--- src/rtl/mc_pkg.sv ---
// rtl/mc_pkg.sv - shared types and encodings for the multicycle RV32I control unit
package mc_pkg;

  // FSM states of the multicycle sequencer
  typedef enum logic [3:0] {
    S_FETCH,
    S_DECODE,
    S_MEMADR,
    S_MEMREAD,
    S_MEMWB,
    S_MEMWRITE,
    S_EXECR,
    S_EXECI,
    S_UIMM,
    S_ALUWB,
    S_BRANCH,
    S_JAL,
    S_JALR,
    S_JALRLINK,
    S_TRAP
  } state_e;

  // Operation class handed to the ALU decoder
  typedef enum logic [1:0] {
    ALUOP_ADD   = 2'b00,
    ALUOP_SUB   = 2'b01,
    ALUOP_FUNCT = 2'b10
  } aluop_e;

  // RV32I major opcodes
  localparam logic [6:0] OP_LOAD   = 7'b0000011;
  localparam logic [6:0] OP_STORE  = 7'b0100011;
  localparam logic [6:0] OP_RTYPE  = 7'b0110011;
  localparam logic [6:0] OP_ITYPE  = 7'b0010011;
  localparam logic [6:0] OP_LUI    = 7'b0110111;
  localparam logic [6:0] OP_AUIPC  = 7'b0010111;
  localparam logic [6:0] OP_JAL    = 7'b1101111;
  localparam logic [6:0] OP_JALR   = 7'b1100111;
  localparam logic [6:0] OP_BRANCH = 7'b1100011;

  // ALU operand A select
  localparam logic [1:0] SRCA_PC    = 2'b00;
  localparam logic [1:0] SRCA_OLDPC = 2'b01;
  localparam logic [1:0] SRCA_RS1   = 2'b10;
  localparam logic [1:0] SRCA_ZERO  = 2'b11;

  // ALU operand B select
  localparam logic [1:0] SRCB_RS2  = 2'b00;
  localparam logic [1:0] SRCB_IMM  = 2'b01;
  localparam logic [1:0] SRCB_FOUR = 2'b10;

  // Writeback / PC result select
  localparam logic [1:0] RES_ALUOUT    = 2'b00;
  localparam logic [1:0] RES_DATA      = 2'b01;
  localparam logic [1:0] RES_ALURESULT = 2'b10;

  // Immediate format select
  localparam logic [2:0] IMM_I = 3'b000;
  localparam logic [2:0] IMM_S = 3'b001;
  localparam logic [2:0] IMM_B = 3'b010;
  localparam logic [2:0] IMM_U = 3'b011;
  localparam logic [2:0] IMM_J = 3'b100;

  // ALUControl encodings produced by aludec
  localparam logic [3:0] ALU_ADD  = 4'b0000;
  localparam logic [3:0] ALU_SUB  = 4'b0001;
  localparam logic [3:0] ALU_AND  = 4'b0010;
  localparam logic [3:0] ALU_OR   = 4'b0011;
  localparam logic [3:0] ALU_XOR  = 4'b0100;
  localparam logic [3:0] ALU_SLT  = 4'b0101;
  localparam logic [3:0] ALU_SLTU = 4'b0110;
  localparam logic [3:0] ALU_SLL  = 4'b0111;
  localparam logic [3:0] ALU_SRL  = 4'b1000;
  localparam logic [3:0] ALU_SRA  = 4'b1001;

endpackage

--- src/rtl/multicycle_ctrl_if.sv ---
// rtl/multicycle_ctrl_if.sv - instruction/flag inputs and datapath controls of the sequencer
// master: the control unit (drives controls, reads instruction fields, flags, mem_ready)
// slave : the datapath side (drives instruction fields, flags, mem_ready)
interface multicycle_ctrl_if #(
  parameter int CNT_W = 32
);
  logic [6:0]       op;
  logic [2:0]       funct3;
  logic             funct7b5;
  logic             Zero;
  logic             Neg;
  logic             Carry;
  logic             Ovf;
  logic             mem_ready;
  logic             MemRead;
  logic             MemWrite;
  logic             AdrSrc;
  logic             IRWrite;
  logic             PCWrite;
  logic             RegWrite;
  logic [1:0]       ALUSrcA;
  logic [1:0]       ALUSrcB;
  logic [1:0]       ResultSrc;
  logic [2:0]       ImmSrc;
  logic [3:0]       ALUControl;
  logic             illegal;
  logic [CNT_W-1:0] retired;

  modport master (
    input  op, funct3, funct7b5, Zero, Neg, Carry, Ovf, mem_ready,
    output MemRead, MemWrite, AdrSrc, IRWrite, PCWrite, RegWrite,
    output ALUSrcA, ALUSrcB, ResultSrc, ImmSrc, ALUControl, illegal, retired
  );

  modport slave (
    output op, funct3, funct7b5, Zero, Neg, Carry, Ovf, mem_ready,
    input  MemRead, MemWrite, AdrSrc, IRWrite, PCWrite, RegWrite,
    input  ALUSrcA, ALUSrcB, ResultSrc, ImmSrc, ALUControl, illegal, retired
  );
endinterface

--- src/rtl/aludec.sv ---
// rtl/aludec.sv - ALU decoder: maps ALUOp and instruction fields to ALUControl
// op5 in (opcode bit 5, R-type vs I-type), funct3 in, funct7b5 in, ALUOp in, ALUControl out
module aludec
  import mc_pkg::*;
(
  input  logic       op5,
  input  logic [2:0] funct3,
  input  logic       funct7b5,
  input  aluop_e     ALUOp,
  output logic [3:0] ALUControl
);

  always_comb begin
    ALUControl = ALU_ADD;
    case (ALUOp)
      ALUOP_SUB: ALUControl = ALU_SUB;
      ALUOP_FUNCT: begin
        case (funct3)
          // bit 30 means SUB only for R-type; in addi it is immediate data
          3'b000:  ALUControl = (op5 && funct7b5) ? ALU_SUB : ALU_ADD;
          3'b001:  ALUControl = ALU_SLL;
          3'b010:  ALUControl = ALU_SLT;
          3'b011:  ALUControl = ALU_SLTU;
          3'b100:  ALUControl = ALU_XOR;
          3'b101:  ALUControl = funct7b5 ? ALU_SRA : ALU_SRL;
          3'b110:  ALUControl = ALU_OR;
          default: ALUControl = ALU_AND;
        endcase
      end
      default: ALUControl = ALU_ADD;
    endcase
  end

endmodule

--- src/rtl/multicycle_ctrl.sv ---
// rtl/multicycle_ctrl.sv - multicycle RV32I control FSM with memory handshake, trap and retire counter
// clk, reset (sync active-high); bus: master side of multicycle_ctrl_if
module multicycle_ctrl
  import mc_pkg::*;
#(
  parameter int CNT_W           = 32,
  parameter int MEM_HANDSHAKE   = 1,
  parameter int TRAP_ON_ILLEGAL = 1
) (
  input  logic             clk,
  input  logic             reset,
  multicycle_ctrl_if.master bus
);

  localparam logic [CNT_W-1:0] CNT_ONE = {{(CNT_W-1){1'b0}}, 1'b1};

  state_e           state_q, state_d;
  logic [CNT_W-1:0] retired_q;
  state_e           ill_next;
  aluop_e           alu_op;
  logic             rdy, taken, br_legal, retire;
  logic             mem_read, mem_write, ir_write, pc_write, reg_write, illegal;

  assign rdy      = (MEM_HANDSHAKE != 0) ? bus.mem_ready : 1'b1;
  assign ill_next = (TRAP_ON_ILLEGAL != 0) ? S_TRAP : S_FETCH;

  // Branch condition from SUB flags; Carry is no-borrow, so unsigned a<b is !Carry
  always_comb begin
    taken    = 1'b0;
    br_legal = 1'b1;
    case (bus.funct3)
      3'b000:  taken = bus.Zero;
      3'b001:  taken = !bus.Zero;
      3'b100:  taken = bus.Neg ^ bus.Ovf;
      3'b101:  taken = !(bus.Neg ^ bus.Ovf);
      3'b110:  taken = !bus.Carry;
      3'b111:  taken = bus.Carry;
      default: br_legal = 1'b0;
    endcase
  end

  always_ff @(posedge clk) begin
    if (reset) begin
      state_q   <= S_FETCH;
      retired_q <= '0;
    end else begin
      state_q <= state_d;
      if (retire) retired_q <= retired_q + CNT_ONE;
    end
  end

  always_comb begin
    state_d       = state_q;
    mem_read      = 1'b0;
    mem_write     = 1'b0;
    ir_write      = 1'b0;
    pc_write      = 1'b0;
    reg_write     = 1'b0;
    illegal       = 1'b0;
    bus.AdrSrc    = 1'b0;
    bus.ALUSrcA   = SRCA_PC;
    bus.ALUSrcB   = SRCB_RS2;
    bus.ResultSrc = RES_ALUOUT;
    bus.ImmSrc    = IMM_I;
    alu_op        = ALUOP_ADD;
    case (state_q)
      S_FETCH: begin
        mem_read      = 1'b1;
        bus.ALUSrcB   = SRCB_FOUR;
        bus.ResultSrc = RES_ALURESULT;
        ir_write      = rdy;
        pc_write      = rdy;
        if (rdy) state_d = S_DECODE;
      end
      S_DECODE: begin
        // OldPC+imm lands in ALUOut for branch/JAL targets
        bus.ALUSrcA = SRCA_OLDPC;
        bus.ALUSrcB = SRCB_IMM;
        case (bus.op)
          OP_LOAD:          state_d = S_MEMADR;
          OP_STORE:         begin bus.ImmSrc = IMM_S; state_d = S_MEMADR; end
          OP_RTYPE:         state_d = S_EXECR;
          OP_ITYPE:         state_d = S_EXECI;
          OP_LUI, OP_AUIPC: begin bus.ImmSrc = IMM_U; state_d = S_UIMM; end
          OP_JAL:           begin bus.ImmSrc = IMM_J; state_d = S_JAL; end
          OP_JALR:          state_d = S_JALR;
          OP_BRANCH: begin
            bus.ImmSrc = IMM_B;
            state_d    = br_legal ? S_BRANCH : ill_next;
          end
          default:          state_d = ill_next;
        endcase
      end
      S_MEMADR: begin
        bus.ALUSrcA = SRCA_RS1;
        bus.ALUSrcB = SRCB_IMM;
        bus.ImmSrc  = (bus.op == OP_STORE) ? IMM_S : IMM_I;
        state_d     = (bus.op == OP_STORE) ? S_MEMWRITE : S_MEMREAD;
      end
      S_MEMREAD: begin
        mem_read   = 1'b1;
        bus.AdrSrc = 1'b1;
        if (rdy) state_d = S_MEMWB;
      end
      S_MEMWB: begin
        bus.ResultSrc = RES_DATA;
        reg_write     = 1'b1;
        state_d       = S_FETCH;
      end
      S_MEMWRITE: begin
        mem_write  = 1'b1;
        bus.AdrSrc = 1'b1;
        if (rdy) state_d = S_FETCH;
      end
      S_EXECR: begin
        bus.ALUSrcA = SRCA_RS1;
        alu_op      = ALUOP_FUNCT;
        state_d     = S_ALUWB;
      end
      S_EXECI: begin
        bus.ALUSrcA = SRCA_RS1;
        bus.ALUSrcB = SRCB_IMM;
        alu_op      = ALUOP_FUNCT;
        state_d     = S_ALUWB;
      end
      S_UIMM: begin
        bus.ImmSrc  = IMM_U;
        bus.ALUSrcB = SRCB_IMM;
        bus.ALUSrcA = (bus.op == OP_LUI) ? SRCA_ZERO : SRCA_OLDPC;
        state_d     = S_ALUWB;
      end
      S_ALUWB: begin
        reg_write = 1'b1;
        state_d   = S_FETCH;
      end
      S_BRANCH: begin
        bus.ALUSrcA = SRCA_RS1;
        alu_op      = ALUOP_SUB;
        pc_write    = taken;
        state_d     = S_FETCH;
      end
      S_JAL: begin
        // PC takes the DECODE target from ALUOut while the ALU forms OldPC+4 for ALUWB
        bus.ALUSrcA = SRCA_OLDPC;
        bus.ALUSrcB = SRCB_FOUR;
        pc_write    = 1'b1;
        state_d     = S_ALUWB;
      end
      S_JALR: begin
        bus.ALUSrcA   = SRCA_RS1;
        bus.ALUSrcB   = SRCB_IMM;
        bus.ResultSrc = RES_ALURESULT;
        pc_write      = 1'b1;
        state_d       = S_JALRLINK;
      end
      S_JALRLINK: begin
        bus.ALUSrcA   = SRCA_OLDPC;
        bus.ALUSrcB   = SRCB_FOUR;
        bus.ResultSrc = RES_ALURESULT;
        reg_write     = 1'b1;
        state_d       = S_FETCH;
      end
      S_TRAP:  illegal = 1'b1;
      default: state_d = S_FETCH;
    endcase
  end

  // DECODE->FETCH only happens for a skipped illegal instruction, which does not retire
  assign retire = (state_q != S_FETCH) && (state_q != S_DECODE) && (state_d == S_FETCH);

  aludec u_aludec (
    .op5        (bus.op[5]),
    .funct3     (bus.funct3),
    .funct7b5   (bus.funct7b5),
    .ALUOp      (alu_op),
    .ALUControl (bus.ALUControl)
  );

  // Reset abandons any access in flight: no strobe or enable leaves the block
  assign bus.MemRead  = mem_read  & ~reset;
  assign bus.MemWrite = mem_write & ~reset;
  assign bus.IRWrite  = ir_write  & ~reset;
  assign bus.PCWrite  = pc_write  & ~reset;
  assign bus.RegWrite = reg_write & ~reset;
  assign bus.illegal  = illegal   & ~reset;
  assign bus.retired  = retired_q;

endmodule

--- src/flat_wrapper.sv ---
// flat-port wrapper written by rule: the top's interface ports become plain ports
module multicycle_ctrl_flat import mc_pkg::*;
#(
  parameter int CNT_W           = 32,
  parameter int MEM_HANDSHAKE   = 1,
  parameter int TRAP_ON_ILLEGAL = 1
)
  (clk, reset, bus_op, bus_funct3, bus_funct7b5, bus_Zero, bus_Neg, bus_Carry, bus_Ovf, bus_mem_ready, bus_MemRead, bus_MemWrite, bus_AdrSrc, bus_IRWrite, bus_PCWrite, bus_RegWrite, bus_ALUSrcA, bus_ALUSrcB, bus_ResultSrc, bus_ImmSrc, bus_ALUControl, bus_illegal, bus_retired);
  multicycle_ctrl_if #(.CNT_W(CNT_W)) bus_i ();
  input  logic clk;
  input  logic reset;
  input wire logic [$bits(bus_i.op)-1:0] bus_op;
  input wire logic [$bits(bus_i.funct3)-1:0] bus_funct3;
  input wire logic [$bits(bus_i.funct7b5)-1:0] bus_funct7b5;
  input wire logic [$bits(bus_i.Zero)-1:0] bus_Zero;
  input wire logic [$bits(bus_i.Neg)-1:0] bus_Neg;
  input wire logic [$bits(bus_i.Carry)-1:0] bus_Carry;
  input wire logic [$bits(bus_i.Ovf)-1:0] bus_Ovf;
  input wire logic [$bits(bus_i.mem_ready)-1:0] bus_mem_ready;
  output wire logic [$bits(bus_i.MemRead)-1:0] bus_MemRead;
  output wire logic [$bits(bus_i.MemWrite)-1:0] bus_MemWrite;
  output wire logic [$bits(bus_i.AdrSrc)-1:0] bus_AdrSrc;
  output wire logic [$bits(bus_i.IRWrite)-1:0] bus_IRWrite;
  output wire logic [$bits(bus_i.PCWrite)-1:0] bus_PCWrite;
  output wire logic [$bits(bus_i.RegWrite)-1:0] bus_RegWrite;
  output wire logic [$bits(bus_i.ALUSrcA)-1:0] bus_ALUSrcA;
  output wire logic [$bits(bus_i.ALUSrcB)-1:0] bus_ALUSrcB;
  output wire logic [$bits(bus_i.ResultSrc)-1:0] bus_ResultSrc;
  output wire logic [$bits(bus_i.ImmSrc)-1:0] bus_ImmSrc;
  output wire logic [$bits(bus_i.ALUControl)-1:0] bus_ALUControl;
  output wire logic [$bits(bus_i.illegal)-1:0] bus_illegal;
  output wire logic [$bits(bus_i.retired)-1:0] bus_retired;
  assign bus_i.op = bus_op;
  assign bus_i.funct3 = bus_funct3;
  assign bus_i.funct7b5 = bus_funct7b5;
  assign bus_i.Zero = bus_Zero;
  assign bus_i.Neg = bus_Neg;
  assign bus_i.Carry = bus_Carry;
  assign bus_i.Ovf = bus_Ovf;
  assign bus_i.mem_ready = bus_mem_ready;
  assign bus_MemRead = bus_i.MemRead;
  assign bus_MemWrite = bus_i.MemWrite;
  assign bus_AdrSrc = bus_i.AdrSrc;
  assign bus_IRWrite = bus_i.IRWrite;
  assign bus_PCWrite = bus_i.PCWrite;
  assign bus_RegWrite = bus_i.RegWrite;
  assign bus_ALUSrcA = bus_i.ALUSrcA;
  assign bus_ALUSrcB = bus_i.ALUSrcB;
  assign bus_ResultSrc = bus_i.ResultSrc;
  assign bus_ImmSrc = bus_i.ImmSrc;
  assign bus_ALUControl = bus_i.ALUControl;
  assign bus_illegal = bus_i.illegal;
  assign bus_retired = bus_i.retired;
  multicycle_ctrl #(.CNT_W(CNT_W), .MEM_HANDSHAKE(MEM_HANDSHAKE), .TRAP_ON_ILLEGAL(TRAP_ON_ILLEGAL)) u_core (.clk(clk), .reset(reset), .bus(bus_i));
endmodule
--- config.mk ---
export PLATFORM = sky130hd
export DESIGN_NAME = multicycle_ctrl_flat
export DESIGN_NICKNAME = d
export VERILOG_FILES = /design/src/rtl/mc_pkg.sv /design/src/rtl/multicycle_ctrl_if.sv /design/src/rtl/aludec.sv /design/src/rtl/multicycle_ctrl.sv /design/src/flat_wrapper.sv
export SDC_FILE = /design/constraint.sdc
export NUM_CORES = 1
export LEC_CHECK = 0
export ABC_AREA = 1
export BUFFER_PORTS_ARGS = -buffer_cell sky130_fd_sc_hd__buf_2
export CORE_UTILIZATION = 49
export CTS_CLUSTER_DIAMETER = 30
export DETAILED_ROUTE_END_ITERATION = 8
export PLACE_DENSITY = 0.83
export SYNTH_ARGS = -nofsm -noshare
export SYNTH_HDL_FRONTEND = slang
export SYNTH_HIERARCHICAL = 1
export SYNTH_SLANG_ARGS = --single-unit
--- constraint.sdc ---
create_clock -name clk -period 1.63 [get_ports clk]
set_input_delay 0.163 -clock clk [delete_from_list [all_inputs] [get_ports clk]]
set_output_delay 0.163 -clock clk [all_outputs]
set_load 0.01 [all_outputs]
## Yosys cells after proc, flatten, opt, wreduce, memory -nomap -nowiden

Cells that the tools add are included.
Widths: inputs -> output; s select.

- Register bits after elaboration: 36
- Input port bits: 18
- Output and inout bits: 52

- Add/subtract/negate cells: 1
- Equal/unequal tests: 33
- Muxes and demuxes: 28
- Bitwise logic cells: 8
- Reduce and logical (&&, ||, !) cells: 24

Operators by type and width:

| kind | count |
|---|---|
| $pmux 4 s7 | 2 |
| $add 32x1->32 const B | 1 |
| $pmux 4 s8 | 1 |
| $eq 4x4->1 const B | 7 |
| $eq 7x6->1 const B | 3 |
| $eq 7x7->1 const B | 3 |
| $eq 4x3->1 const B | 4 |
| $eq 7x5->1 const B | 2 |
| $eq 3x3->1 const B | 4 |
| $mux 4 | 3 |
| $pmux 2 s2 | 3 |
| $pmux 3 s4 | 1 |
| $reduce_or 2->1 | 6 |
| $reduce_or 3->1 | 4 |
| $mux 1 | 10 |
| $reduce_or 5->1 | 2 |
| $pmux 3 s3 | 1 |
| $eq 4x2->1 const B | 2 |
| $logic_not 4->1 | 2 |
| $pmux 4 s2 | 1 |
| $eq 7x2->1 const B | 1 |
| $and 1x1->1 | 6 |
| $eq 3x2->1 const B | 2 |
| $mux 3 | 2 |
| 17 further kinds | 21 |

## Longest topological paths before layout

- Depth after elaboration: 8
- Depth in mapped cells: 15
- Mapped depth without buffers: 14

## By module

The synthesis kept the hierarchy.

By module, submodules not included:

| module | times used | cells an instance | area an instance (um^2) |
|---|---|---|---|
| multicycle_ctrl | 1 | 511 | 2,825.2 |
| aludec | 1 | 30 | 153.9 |

## Worst setup path after synthesis

No wires, ideal clock.

- Path kind: register to register
- Start: register u_core.state_q[3]
- End: register u_core.retired_q[25] (netlist: u_core/bus.retired[25])
- Data arrival time: 1.624 ns
- Data required time: 1.520 ns
- Setup slack: -0.104 ns
- Stages on the path, launching flop included: 14
- Path buffers: 2
- Path through: dfxtp_1 -> nor2_1 -> inv_1 -> nor2_1 -> nor2_1 -> nand2_1 -> nor2_1 -> nand3_2 -> nor2_4 -> buf_6 -> buf_6 -> nand4_1 -> nand2_1 -> nor2_1

- Cells in the longest elaborated chain, start to end: 5
- Elaborated cells on any way between the ends: 21

RTL lines:

| item | line | source |
|---|---|---|
| from (decl) | multicycle_ctrl.sv:17 | `state_e state_q, state_d;` |
| from (signal assigned) | multicycle_ctrl.sv:47 | `state_q <= state_d;` |
| $eq 4x4->1 or $eq 4x3->1 (tied branches) | multicycle_ctrl.sv:66 | `case (state_q)` |
| $reduce_or 4->1 (no line) | n/a |  |
| $pmux 4 s8 | multicycle_ctrl.sv:66 |  |
| $logic_not 4->1 | multicycle_ctrl.sv:169 | `assign retire = (state_q != S_FETCH) && (state_q != S_DECODE) && (state_d == S_FETCH);` |
| $logic_and 1x1->1 (*) | multicycle_ctrl.sv:169 |  |
| to (signal assigned) | multicycle_ctrl.sv:48 | `if (retire) retired_q <= retired_q + CNT_ONE;` |
| to (decl) | multicycle_ctrl.sv:18 | `logic [CNT_W-1:0] retired_q;` |

Every way passes the cells marked *; elsewhere a longest branch is shown, timed or not.
A chain may end at the register's enable or synchronous reset.

## Worst setup path after layout

- Start: register u_core.state_q[3]
- End: register u_core.retired_q[14] (netlist: u_core/bus.retired[14])

Same word-level chain as after synthesis.

==> results.md <==
- Layout cells sized above 1: between 30 and 40%
- RD Place Congestion: 0.9416
- Sink Count: 36
- Synth top area share: around a quarter
- Unrepaired setup endpoints after global routing: true
- DRT Pass-1 Iters: 9
- Core ar.: 5886 sq um
- Global Route Usage Sum: around 40%
- Max IR drop VDD: 0.001331 V
- Flops & latches, synth: 36
- Pin count of the biggest net entering global routing: 18
- CP Launch Type: flip-flop
- Hold Crit Class: in -> reg
- N_diodes: 0
- Asr flop ratio synth: 0%
- Fin crit period: 2.350 ns
- Total CTS buffers: 5
- 1st-iter DRT viols: 945
- Die Y: 79.98 um
- Root buffer cell: clkbuf_8
- Unique cell type count in the Yosys netlist: 30
- Mean Syn Cell Area: around 5.5 sq um
- CTS tree: yes
- Clock Skew: 0.01742 ns
- Syn. warnings: 6
- Global-route wire length before repair: 20.02 mm
- Crit Path Category: reg -> reg
- Synth Net Count: 562
- Post-synth top area cell: dfxtp_1
- Fin crit share: 144.2%
- Vias in the first global route: approximately 4.3k
- Residual overflow from global routing: 0
- Clock-pin slew on the worst setup and hold paths: 0.09 ns
- Netlist Area Pre-Place: 2979 sq um
- Final WS setup: -0.7203 ns
- Dominant synthesized flop cell: dfxtp_1
- Initial Utilization: just over 50%
- Total routed wirelength: roughly 15 mm
- Die W: 79.98 um
- Routed len/inst: between 15 and 20 um
- Tightest Pin Transition: between 0.5 and 0.6 ns
- Post-Synthesis Cells: 541
- Max-slew violations: 0
- Register-to-register setup slack: -0.72 ns
- EDFF count, synth: 0
- Hold Fails Final Rpt: 0
- H-Tree Depth: 2
- Detailed Place HPWL: about 6.9 mm
- Detailed-route via count: between 4k and 5k
- Final nets: 731
- CTS max path bufs: 2
- Slew HR: 60.34%
- Cell row count: 28
- Final ANT Viol Nets: 0
- Crit Path Max Fanout: 16
- Lkg Pwr: roughly 2.5 nW
- Fmax: 425.5 MHz
- TNS Setup: -21.78 ns
- CP Data Arrival Time: approximately 2.6 ns
- Max Cap Viol: 0
- CP Capture Type: flip-flop
- Pwr dens: 1640 nW/um^2
- Outcome: complete, but fails checks
- DRC Markers: 59
- Area Overhead vs Synth: 61.19%
- Initial antenna violation count: 1
- Failing checks: DRC, setup timing
- I/O Buffers: 69
- Synth top area cells: dfxtp_1 (24%), nand2_1 (18%), inv_1 (13%)
- Final Power: 7.875 mW
- Worst path required time: 1.84 ns
- Die footprint: 6396 sq um
- Setup-failing EPs final: 54
- I/O pin total: 70
- Sequential-to-total area share from yosys stat: 24.19%
- Via density: roughly 6.3
- Clock latency on the worst-skew pair: 0.31 ns
[layout make-up]
type | count | area (sq um)
Clock buffer | 6 | 82.58
Clock inverter | 2 | 10.01
Fill cell | 321 | 1084
Inverter | 101 | 386.6
Multi-Input combinational cell | 387 | 2087
Sequential cell | 36 | 737.0
Tap cell | 75 | 93.84
Timing Repair Buffer | 179 | 1405
[worst max-delay path, stage by stage, from the launching register on]
cell and delay, ns:
dfxtp_4 0.38, buf_4 0.15, nand2_2 0.11, inv_1 0.09, nand2_1 0.11, nand2_1 0.08, a21oi_1 0.15, nand2_1 0.14
a21oi_4 0.21, buf_6 0.18, buf_12 0.17, nand3_1 0.09, nand2_1 0.09, nand2_1 0.08, nor2_2 0.21
[cell usage in the layout, fill, tap and decap left out, types with 3 or more instances in the layout]
master,netlist,routed
nand4_1,39,39
inv_2,1,11
nand2_2,1,14
nor3_1,20,18
buf_4,3,90
o21ai_0,6,5
dfxtp_4,0,4
dfxtp_1,36,31
buf_6,2,5
clkbuf_8,0,6
nor2_4,1,9
buf_12,0,11
buf_2,5,68
nand3_2,1,13
nand2_1,143,126
inv_1,100,88
nor2_1,98,74
nand3_1,49,36
nor2_2,1,17
a21oi_1,8,6
a21oi_2,2,3
nand2_4,0,4
[through the flow]
stage                     utilization (%)  cell area (sq um)  instances  hold slack, ns  setup WS (ns)
final                               81.59               4802        786          0.1963        -0.7203
after global placement              68.84               4051        752          0.4929        -0.1540
after CTS                           77.15               4541        777          0.1871        -0.2764
after global routing                81.59               4802        786          0.1938        -0.7328
after detailed placement            68.84               4051        752          0.5001        -0.2288
after floorplan                         -               3020        541          0.3598       -0.03896
[cells in the mapped netlist (2+ instances only)]
| library cell | n |
|---|---|
| a21oi_1 | 8 |
| a21oi_2 | 2 |
| a31oi_1 | 2 |
| buf_2 | 5 |
| buf_4 | 3 |
| buf_6 | 2 |
| clkbuf_1 | 7 |
| dfxtp_1 | 36 |
| ha_1 | 3 |
| inv_1 | 100 |
| nand2_1 | 143 |
| nand3_1 | 49 |
| nand4_1 | 39 |
| nor2_1 | 98 |
| nor3_1 | 20 |
| nor4_1 | 4 |
| o21ai_0 | 6 |
| xnor2_1 | 2 |
[power breakdown]
part / internal [mW] / total (mW) / switching [mW]
logic: 2.95 / 6.05 / 3.10
clock network: 0.338 / 0.708 / 0.370
registers: 0.973 / 1.11 / 0.141
[flip-flops by register name, summed over array words and instances (netlist names)]
register	cells
u_core/state_q	4
u_core/bus.retired	32
[worst paths after layout]
check / to / from / depth (start not counted)
max: u_core/bus.retired[14] / u_core/state_q[3] / 14
min: u_core/bus.retired[17] / reset / 2
max reg2reg: u_core/bus.retired[14] / u_core/state_q[3] / 14
min reg2reg: u_core/bus.retired[22] / u_core/bus.retired[22] / 4
[metal layers]
| layer | vias to the layer above | global-route usage (%) | wire (um) |
|---|---|---|---|
| met4 | 2 | 29.29 | 1601 |
| li1 | 2041 | - | - |
| met1 | 2171 | 44.34 | 4957 |
| met2 | 548 | 68.12 | 6692 |
| met5 | - | 0 | 23 |
| met3 | 221 | 9.143 | 2145 |
[logic make-up after synthesis]
group,synth area share (%)
multiplexers,0.3360
AND/OR/NAND/NOR,53.76
buffers and inverters,15.96
XOR/XNOR,0.8821
AO/OA/AOI/OAI,3.612
flip-flops,24.19
adder cells (fa/ha/maj),1.260
[what timing repair did]
action | in CTS | in global routing
resized for setup | 39 | 62
pin swaps | 18 | 41
cloned | 4 | 2
setup endpoints to repair | 47 | 54
buffers inserted | 13 | 10
hold buffers | 0 | 0
(Power assumes the default switching activity.)
